<file path="src/rtl/instr_encoder_loader.sv">
// Encodes decoded RV32 instruction fields into 32-bit words and streams them into imem.
// Optional immediate range checking is enabled with `define ENCODER_IMM_CHECK_EN.
`timescale 1ns/1ps
module instr_encoder_loader #(
    parameter int ADDR_W    = 10,
    parameter int DEPTH     = 1024,
    parameter int BASE_ADDR = 0
) (
    input  logic              clk,
    input  logic              arst_n,
    input  logic              start,
    input  logic              in_valid,
    output logic              in_ready,
    input  logic              in_last,
    input  logic [2:0]        in_class,
    input  logic [4:0]        in_rd,
    input  logic [4:0]        in_rs1,
    input  logic [4:0]        in_rs2,
    input  logic [2:0]        in_funct3,
    input  logic [6:0]        in_funct7,
    input  logic [31:0]       in_imm,
    output logic              imem_we,
    output logic [ADDR_W-1:0] imem_addr,
    output logic [31:0]       imem_wdata,
    output logic [ADDR_W:0]   count,
    output logic              done,
    output logic              err
);

    localparam logic [ADDR_W:0]   DEPTH_C = (ADDR_W+1)'(DEPTH);
    localparam logic [ADDR_W-1:0] BASE_C  = ADDR_W'(BASE_ADDR);

    typedef enum logic [1:0] {S_IDLE, S_LOAD, S_FLUSH, S_DONE} state_t;

    state_t              r_state;
    logic                r_we;
    logic [ADDR_W-1:0]   r_addr;
    logic [ADDR_W-1:0]   r_wptr;
    logic [31:0]         r_wdata;
    logic [ADDR_W:0]     r_count;
    logic                r_done;
    logic                r_err;

    logic [31:0]         w_word;
    logic                w_legal;
    logic                w_imm_ok;
    logic                w_ok;
    logic                w_xfer;
    logic                w_fills;

    always_comb begin
        w_word  = 32'h0;
        w_legal = 1'b1;
        case (in_class)
            3'd0: w_word = {in_funct7, in_rs2, in_rs1, in_funct3, in_rd, 7'b0110011};
            3'd1: w_word = {in_imm[11:0], in_rs1, in_funct3, in_rd, 7'b0010011};
            3'd2: w_word = {in_imm[11:0], in_rs1, in_funct3, in_rd, 7'b0000011};
            3'd3: w_word = {in_imm[11:5], in_rs2, in_rs1, in_funct3, in_imm[4:0], 7'b0100011};
            3'd4: w_word = {in_imm[12], in_imm[10:5], in_rs2, in_rs1, in_funct3,
                            in_imm[4:1], in_imm[11], 7'b1100011};
            3'd5: w_word = {in_imm[20], in_imm[10:1], in_imm[11], in_imm[19:12], in_rd, 7'b1101111};
            default: w_legal = 1'b0;
        endcase
    end

`ifdef ENCODER_IMM_CHECK_EN
    // Upper bits must all equal the sign bit for the value to fit the field.
    always_comb begin
        w_imm_ok = 1'b1;
        case (in_class)
            3'd1, 3'd2, 3'd3: w_imm_ok = (in_imm[31:11] == {21{in_imm[31]}});
            3'd4:             w_imm_ok = (in_imm[31:12] == {20{in_imm[31]}}) && !in_imm[0];
            3'd5:             w_imm_ok = (in_imm[31:20] == {12{in_imm[31]}}) && !in_imm[0];
            default:          w_imm_ok = 1'b1;
        endcase
    end
`else
    logic w_unused;
    assign w_unused = ^in_imm[31:21];
    assign w_imm_ok = 1'b1;
`endif

    assign w_ok     = w_legal & w_imm_ok;
    assign in_ready = (r_state == S_LOAD) && (r_count < DEPTH_C);
    assign w_xfer   = in_valid & in_ready;
    assign w_fills  = w_ok && ((r_count + (ADDR_W+1)'(1)) == DEPTH_C);

    always_ff @(posedge clk or negedge arst_n) begin
        if (!arst_n) begin
            r_state <= S_IDLE;
            r_we    <= 1'b0;
            r_addr  <= '0;
            r_wptr  <= '0;
            r_wdata <= 32'h0;
            r_count <= '0;
            r_done  <= 1'b0;
            r_err   <= 1'b0;
        end else begin
            r_we   <= 1'b0;
            r_done <= 1'b0;
            case (r_state)
                S_IDLE: begin
                    if (start) begin
                        r_state <= S_LOAD;
                        r_count <= '0;
                        r_err   <= 1'b0;
                        r_wptr  <= BASE_C;
                    end
                end
                S_LOAD: begin
                    if (w_xfer) begin
                        if (w_ok) begin
                            r_we    <= 1'b1;
                            r_addr  <= r_wptr;
                            r_wdata <= w_word;
                            r_wptr  <= r_wptr + ADDR_W'(1);
                            r_count <= r_count + (ADDR_W+1)'(1);
                        end else begin
                            r_err <= 1'b1;
                        end
                        if (in_last || w_fills) begin
                            r_state <= S_FLUSH;
                        end
                    end
                end
                S_FLUSH: begin
                    r_state <= S_DONE;
                    r_done  <= 1'b1;
                end
                S_DONE: begin
                    r_state <= S_IDLE;
                end
                default: r_state <= S_IDLE;
            endcase
        end
    end

    assign imem_we    = r_we;
    assign imem_addr  = r_addr;
    assign imem_wdata = r_wdata;
    assign count      = r_count;
    assign done       = r_done;
    assign err        = r_err;

endmodule

</file>
<file path="config.mk">
export PLATFORM = sky130hd
export DESIGN_NAME = instr_encoder_loader
export DESIGN_NICKNAME = d
export VERILOG_FILES = /design/src/rtl/instr_encoder_loader.sv
export SDC_FILE = /design/constraint.sdc
export NUM_CORES = 1
export LEC_CHECK = 0
export ABC_AREA = 1
export BUFFER_PORTS_ARGS = -buffer_cell sky130_fd_sc_hd__buf_2
export CAP_MARGIN = 10
export CORE_MARGIN = 2
export CORE_UTILIZATION = 44
export CTS_CLUSTER_DIAMETER = 150
export DETAILED_ROUTE_END_ITERATION = 6
export GPL_TIMING_DRIVEN = 0
export PLACE_DENSITY = 0.75
export SLEW_MARGIN = 10
export SYNTH_ARGS = -nofsm -noshare
export SYNTH_HDL_FRONTEND = slang
export SYNTH_SLANG_ARGS = --single-unit
</file>
<file path="constraint.sdc">
create_clock -name clk -period 1.55 [get_ports clk]
set_input_delay 0.155 -clock clk [delete_from_list [all_inputs] [get_ports clk]]
set_output_delay 0.155 -clock clk [all_outputs]
set_load 0.01 [all_outputs]
</file>
==> impl_results.md, run 1 <==
* Status: complete, but fails checks
* Failing checks: negative setup slack
* DRT Wirelength at ~11000 µm
* Type of the tightest min-delay check: primary input to register
* Number of synthesized register bits at 66
* Antenna violations before repair at 0
* Static Leakage at between 2 and 3 nW
* Max Clk Rate at around 0.53 GHz
* Post-synth cell types at 31
* Fillers at 505
* CP max FO at 8
* Startpoint class of the critical path: register
* Area leader, netlist: dfrtp_1
* Pre-CTS setup slack at -341.0 ps
* Register area at around 1700 µm²
* Clock skew at ~17 ps
* Top_reg_cell synth: dfrtp_1
* Switching Fraction at between 40% and 50%
* Most used cell, CP: buf_12
* Clock sink count at between 60 and 70
* Clock Power Share at between 10% and 20%
* TNS Setup at -13120 ps
* Syn Std Cell Area at between 3000 and 4000 µm²
* GRT overflow at 0
* P per Cell Area at around 1800 nW/µm²
* Cell Chain, Critical Path: inv_2 > ha_4 > inv_6 > nor2_4 > nand2_4 > buf_12 > clkinv_8 > nand2_8 > buf_12 > buf_12 > a221oi_2 > nor2_1
* Vias in the first global route at between 3000 and 4000
* Worst-case clock buffer depth at 2
* Setup violators final at 64
* Routability cong. at approximately 0.83
* DR iter-0 viols at 200
* CTS root buffer: clkbuf_8
* Mapped Cells at ~410
* PnR worst setup slack at -319.5 ps
* Residual DRC count at 0
* Average size of a mapped cell at 7.961 µm²
* Share of async-settable or async-resettable flops after synthesis at 100.0%
* Seq pwr share at just over 30%
* Die area at a little over 8000 µm²
* Largest net degree at the start of global routing at 66
* Sw power at between 3 and 4 mW
* Global-route wire length before repair at ~16000 µm
* Slew headroom at 12.19%
* Row count at 31
* CP Capture Type: register
* Worst IR drop on VDD at roughly 1100 µV
* Share of layout cells above drive strength 1 at between 50% and 60%
* Vias per cell at between 5 and 6
* Synth area leaders: dfrtp_1 (51%), nand2_1 (13%), nor2_1 (5.7%)
* Port Buffers at 110
* Fin crit share at 120.6%
* Clock-pin slew on the worst setup and hold paths at 80 ps
* Die Wd at about 90 µm
* Kind of critical path: register to register
* Most common cell in the netlist: nand2_1
* Crit-path slowest cell: dfrtp_1
* Worst Path Buf+Inv at 6
* DP HPWL at 6118 µm
* Antenna cell count at 0
* Layout Nets at 640
* Pint at 5.585 mW
* Combinational share of power at a little over half
* Layout area overhead at 62.10%
* RSZ-0062 raised after global routing: true
* Slew of the pin with the lowest slew margin at about 1300 ps
* Yosys warning total at 0
* Max-slew violation count at 0
* Max cap viols at 0
* CTS buffer count at 9
* Top delay family on crit path: buffers and inverters
* Placed insts at 618
* EDFF count, synth at 0
* CTS tree: built
* Num ports at 122
* Die Ht at around 90 µm
* Design Power at approximately 9.5 mW
* CTS H-tree depth at 3
* Routed len/inst at roughly 17 µm
* Worst-Skew Late Latency at around 350 ps
* Commonest cells post-synth: nand2_1 (113), dfrtp_1 (66), nor2_1 (49)
* WP data arrival at 2100 ps
* Initial Util at around 45%
* Syn_nets at between 400 and 500
* Drt pass-1 iters at 4
* Worst path max stage delay at roughly 400 ps
* Register area share after synthesis at 50.85%
* Area occupied by multi-input gates at about 1900 µm²
* Final cell count without fillers at between 600 and 700
* Gr usage total at 25.01%
* Min Tclk post-route at about 1900 ps
* Core ar. at slightly above 7000 µm²
* Synth top area share at about half
* Final hold vios at 0
* Worst EP required at between 1500 and 2000 ps
* Via count at 3558
* Final ANT Viol Nets at 0
[cell families (layout without fill, tap and decap cells)]
kind of cell / after synthesis / after routing / share of synthesized area (%)
xor gates and xnor gates: 1 / 1 / 0.2697
adders and majority gates: 6 / 6 / 2.311
AOI/OAI and AO/OA: 70 / 70 / 12.25
and+or+nand+nor: 211 / 212 / 27.66
DFF: 66 / 66 / 50.85
buffers and inverters: 54 / 219 / 6.664
[per-stage QoR]
| step | util (%) | hold WS, ps | area, µm² |
|---|---|---|---|
| 6_report | 72.98 | 4.983 | 5265 |
| 5_1_grt | 72.98 | 16.49 | 5265 |
| 4_1_cts | 66.74 | 8.260 | 4815 |
| 3_5_place_dp | 55.48 | -46.93 | 4003 |
| 3_3_place_gp | 55.06 | 360.9 | 3973 |
| 2_1_floorplan | - | -140.6 | 3298 |
[final cells by class]
class / count / share of cell area, %
Tap cell: 99 / 2.353
Sequential cell: 66 / 31.46
Multi-Input combinational cell: 289 / 35.74
Timing Repair Buffer: 150 / 20.27
Buffer: 10 / 2.757
Clock buffer: 11 / 2.685
Inverter: 43 / 3.707
Clock inverter: 5 / 1.022
[metal layers]
metal	global-route usage (%)	up-vias	part of all wire, %
met2	44.57	164	54
met3	4.778	24	5.8
met4	7.179	0	1.9
met1	31.07	1705	38
li1	-	1665	-
met5	0	-	0
[state kept, by name (all words and copies together), names as in the netlist]
register	count
imem_wdata	30
r_state	2
err	1
imem_addr	10
done	1
count	11
imem_we	1
r_wptr	10
[power by group through the flow]
| stage | logic (mW) | registers, mW | clock network [mW] |
|---|---|---|---|
| 6_report | 5.14 | 2.88 | 1.48 |
| 5_1_grt | 5.48 | 2.95 | 1.56 |
| 4_1_cts | 4.35 | 2.78 | 1.48 |
| 3_5_place_dp | 3.02 | 2.81 | 0 |
| 3_3_place_gp | 2.94 | 2.79 | 0 |
| 2_1_floorplan | 1.60 | 3.06 | 0 |
[cell usage in the layout, fill, tap and decap left out, drive strengths merged, types with 6 or more instances in the layout]
cell and n:
nand2 116, inv 41, o21ai 25, nand3 22, ha 6, a21oi 27
nor2 57, buf 155, a221oi 7, dfrtp 66, nor3 11, clkinv 6
clkbuf 15
[final timing paths]
| kind | endpoint | start | cells after the start | slack (ps) |
|---|---|---|---|---|
| setup / recovery | imem_wdata[30] | r_state[1] | 12 | -320 |
| hold / removal | imem_wdata[17] | in_rs1[2] | 3 | 5 |
| hold reg to reg | imem_wdata[17] | imem_wdata[17] | 2 | 500 |
| max in group asynchronous | count[2] | arst_n | 3 | 890 |
| min in group asynchronous | imem_wdata[14] | arst_n | 2 | 130 |
| setup reg to reg | imem_wdata[30] | r_state[1] | 12 | -320 |
[worst min-delay path, cell delays in order]
cell and delay (ps):
buf_2 70, nand2_1 40, nand3_1 60
[what timing repair did]
action,in CTS,in global routing
setup buffers,26,7
gates resized for setup,93,92
setup endpoints to repair,62,64
endpoints found under the hold margin,66,0
hold buffers,1,0
gates cloned,3,4
pin swaps,19,31
(Power assumes the default switching activity.)
==> run 2: changes to the inputs <==
- PLACE_DENSITY: 0.75 -> unset
- PLACE_DENSITY_LB_ADDON: unset -> 0.3
==> run 2 against run 1 <==
  * The flow still finishes with violations (negative setup slack)
  * Final cell count is 0.59% lower
  * Critical path depth stayed put
  * Combinational power decreased by 6.4%
  * Wire length is 5.5% lower
  * Register-to-register slack improved by 30 ps
  * Clock-buffer cell count unchanged
  * First-iteration DRC count is 13% lower
  * Design area fell by 1.8%
  * Maximum frequency up 1.4%
  * Via count decreased by 2.4%
  * Sequential cell count is the same
  * Non-clock buffer count is 4 lower
  * Largest power group unchanged
  * Highest routed layer unchanged
==> impl_results.md, run 2 (synthesized netlist as in run 1, its figures left out) <==
* Status: complete, but fails checks
* Failing checks: negative setup slack
* Worst Path Buf+Inv at 4
* Grt met1 use at 29.36%
* Max Clk Rate at ~0.54 GHz
* Clock sink count at between 60 and 70
* Die area at between 8000 and 9000 µm²
* Top delay family on crit path: simple AND/OR/NAND/NOR gates
* Min Tclk post-route at roughly 1800 ps
* Setup violators final at 63
* Share of layout cells above drive strength 1 at roughly half
* Port Buffers at 110
* CTS root buffer: clkbuf_8
* Most used cell, CP: nand2_4
* GRT met2 Usage at between 40% and 50%
* Type of the tightest min-delay check: primary input to register
* Vias in the first global route at roughly 3400
* Die Wd at about 90 µm
* Residual DRC count at 0
* Global-route wire length before repair at 16150 µm
* RR Endpoint: r_wptr[3]
* Hold WS at between 7 and 8 ps
* DRT Wirelength at between 10000 and 15000 µm
* PnR worst setup slack at -294.1 ps
* CTS buffer count at 9
* Commonest cells after routing, fill and taps aside: buf_2 (109), nand2_1 (90), dfrtp_1 (62)
* Static Leakage at roughly 2.5 nW
* GRT overflow at 0
* Gr usage total at between 20 and 25%
* Hold path depth at 3
* Fin crit share at 119.0%
* Worst IR drop on VDD at ~1100 µV
* Initial Util at between 40 and 50%
* Final hold vios at 0
* GRT busiest layer: met2
* CTS H-tree depth at 3
* Commonest non-fill, non-tap cell in the layout: buf_2
* Core ar. at slightly above 7000 µm²
* Drt pass-1 iters at 4
* Reg2reg start: r_state[1]
* Routability cong. at about 0.84
* Worst path max stage delay at ~400 ps
* DR iter-0 viols at approximately 180
* R2R Setup Slk at -290 ps
* Met3 GRT Util at 4.610%
* Antenna cell count at 0
* Vias per cell at slightly above 5
* Largest net degree at the start of global routing at between 40 and 50
* Via count at between 3000 and 4000
* Cell Chain, Critical Path: inv_2 > ha_4 > inv_6 > nor2_4 > nand2_4 > nand2_4 > nand2_4 > nor2_4 > buf_4 > buf_6 > a21oi_2 > nor3_2
* Max reg flops at 30
* Slew headroom at a little over two fifths
* Row count at 31
* P per Cell Area at around 1800 nW/µm²
* Max-slew violation count at 0
* Num ports at 122
* TNS Setup at -9590 ps
* Crit-path slowest cell: dfrtp_1
* Slew of the pin with the lowest slew margin at 852.8 ps
* Worst-case clock buffer depth at 2
* CP Capture Type: register
* Final ANT Viol Nets at 0
* Startpoint class of the critical path: register
* WP data arrival at approximately 2100 ps
* RSZ-0062 raised after global routing: true
* Worst-Skew Late Latency at roughly 350 ps
* Die Ht at ~90 µm
* CTS tree: built
* Clock-pin slew on the worst setup and hold paths at approximately 80 ps
* Kind of critical path: register to register
* Routed len/inst at about 16 µm
* R2R cell count at 12
* DP HPWL at roughly 6300 µm
* Layout Nets at between 600 and 700
* Hold worst-path end: imem_wdata[14]
* CP max FO at 4
* Max cap viols at 0
* Layout area overhead at 59.21%
* Min-delay src: in_funct3[2]
* Worst EP required at 1800 ps
* Clock skew at roughly 10 ps
* Antenna violations before repair at 0
==> run 2: cell types whose count changed in the layout (fill, tap and decap cells not counted), sizes merged <==
| cell | delta |
|---|---|
| clkinvlp | +1 |
| clkinv | -4 |
| inv | +2 |
| bufinv | +1 |
| clkbuf | +2 |
| bufbuf | +1 |
| buf | -7 |
==> run 2: how the worst max path moves through the flow <==
stage | startpoint | slack [ps] | cells after the start | to
global placement | r_state[1] | -280 | 13 | r_wptr[8]
CTS | r_state[1] | -150 | 14 | r_wptr[8]
finish | r_state[1] | -290 | 12 | r_wptr[3]
global route | r_state[1] | -360 | 12 | r_wptr[3]
floorplan | r_state[1] | -160 | 13 | r_wptr[8]
detailed placement | r_state[1] | -350 | 11 | imem_addr[9]
==> run 2: metrics by stage <==
step | instance area [µm²] | utilization (%) | setup WS [ps] | cells | total power, mW
6_report | 5171 | 71.68 | -294.1 | 669 | 9.320
4_1_cts | 4913 | 68.11 | -148.9 | 661 | 8.567
3_5_place_dp | 4003 | 55.48 | -353.6 | 618 | 5.853
3_3_place_gp | 3973 | 55.06 | -279.6 | 617 | 5.733
2_1_floorplan | 3298 | - | -155.0 | 408 | 4.662
5_1_grt | 5171 | 71.68 | -356.5 | 669 | 9.841
==> run 2: tightest hold or removal path, cell delays in order <==
cell and delay, ps:
buf_2 70, nand2_1 50, nand3_2 50
==> run 2: final cells by class <==
cell class / count / area, µm²
clock inverters: 5 / 77.57
flip-flops and latches: 66 / 1657
inverters: 43 / 176.4
repair buffers: 145 / 1020
fillers: 533 / 2043
multi-input cells: 289 / 1828
well taps: 99 / 123.9
clock buffers: 11 / 141.4
plain buffers: 11 / 147.6
==> run 2: layer usage <==
layer  up-vias  wire length (µm)
met1      1688              4058
met3        17               560
li1       1647                 -
met5         -                 0
met4         0               191
met2       121              5754
==> run 2: repair_timing <==
item	CTS	global route
hold buffers	1	0
setup buffers	20	8
endpoints found under the setup margin	62	64
pin swaps	23	13
cloned	6	1
hold endpoints to repair	32	0
resized for setup	113	45
==> run 2: where the power goes <==
part | internal [mW] | switching [mW] | leakage [nW]
sequential | 2.37 | 0.498 | 0.833
clock | 0.945 | 0.698 | 0.109
combinational | 2.25 | 2.56 | 1.58
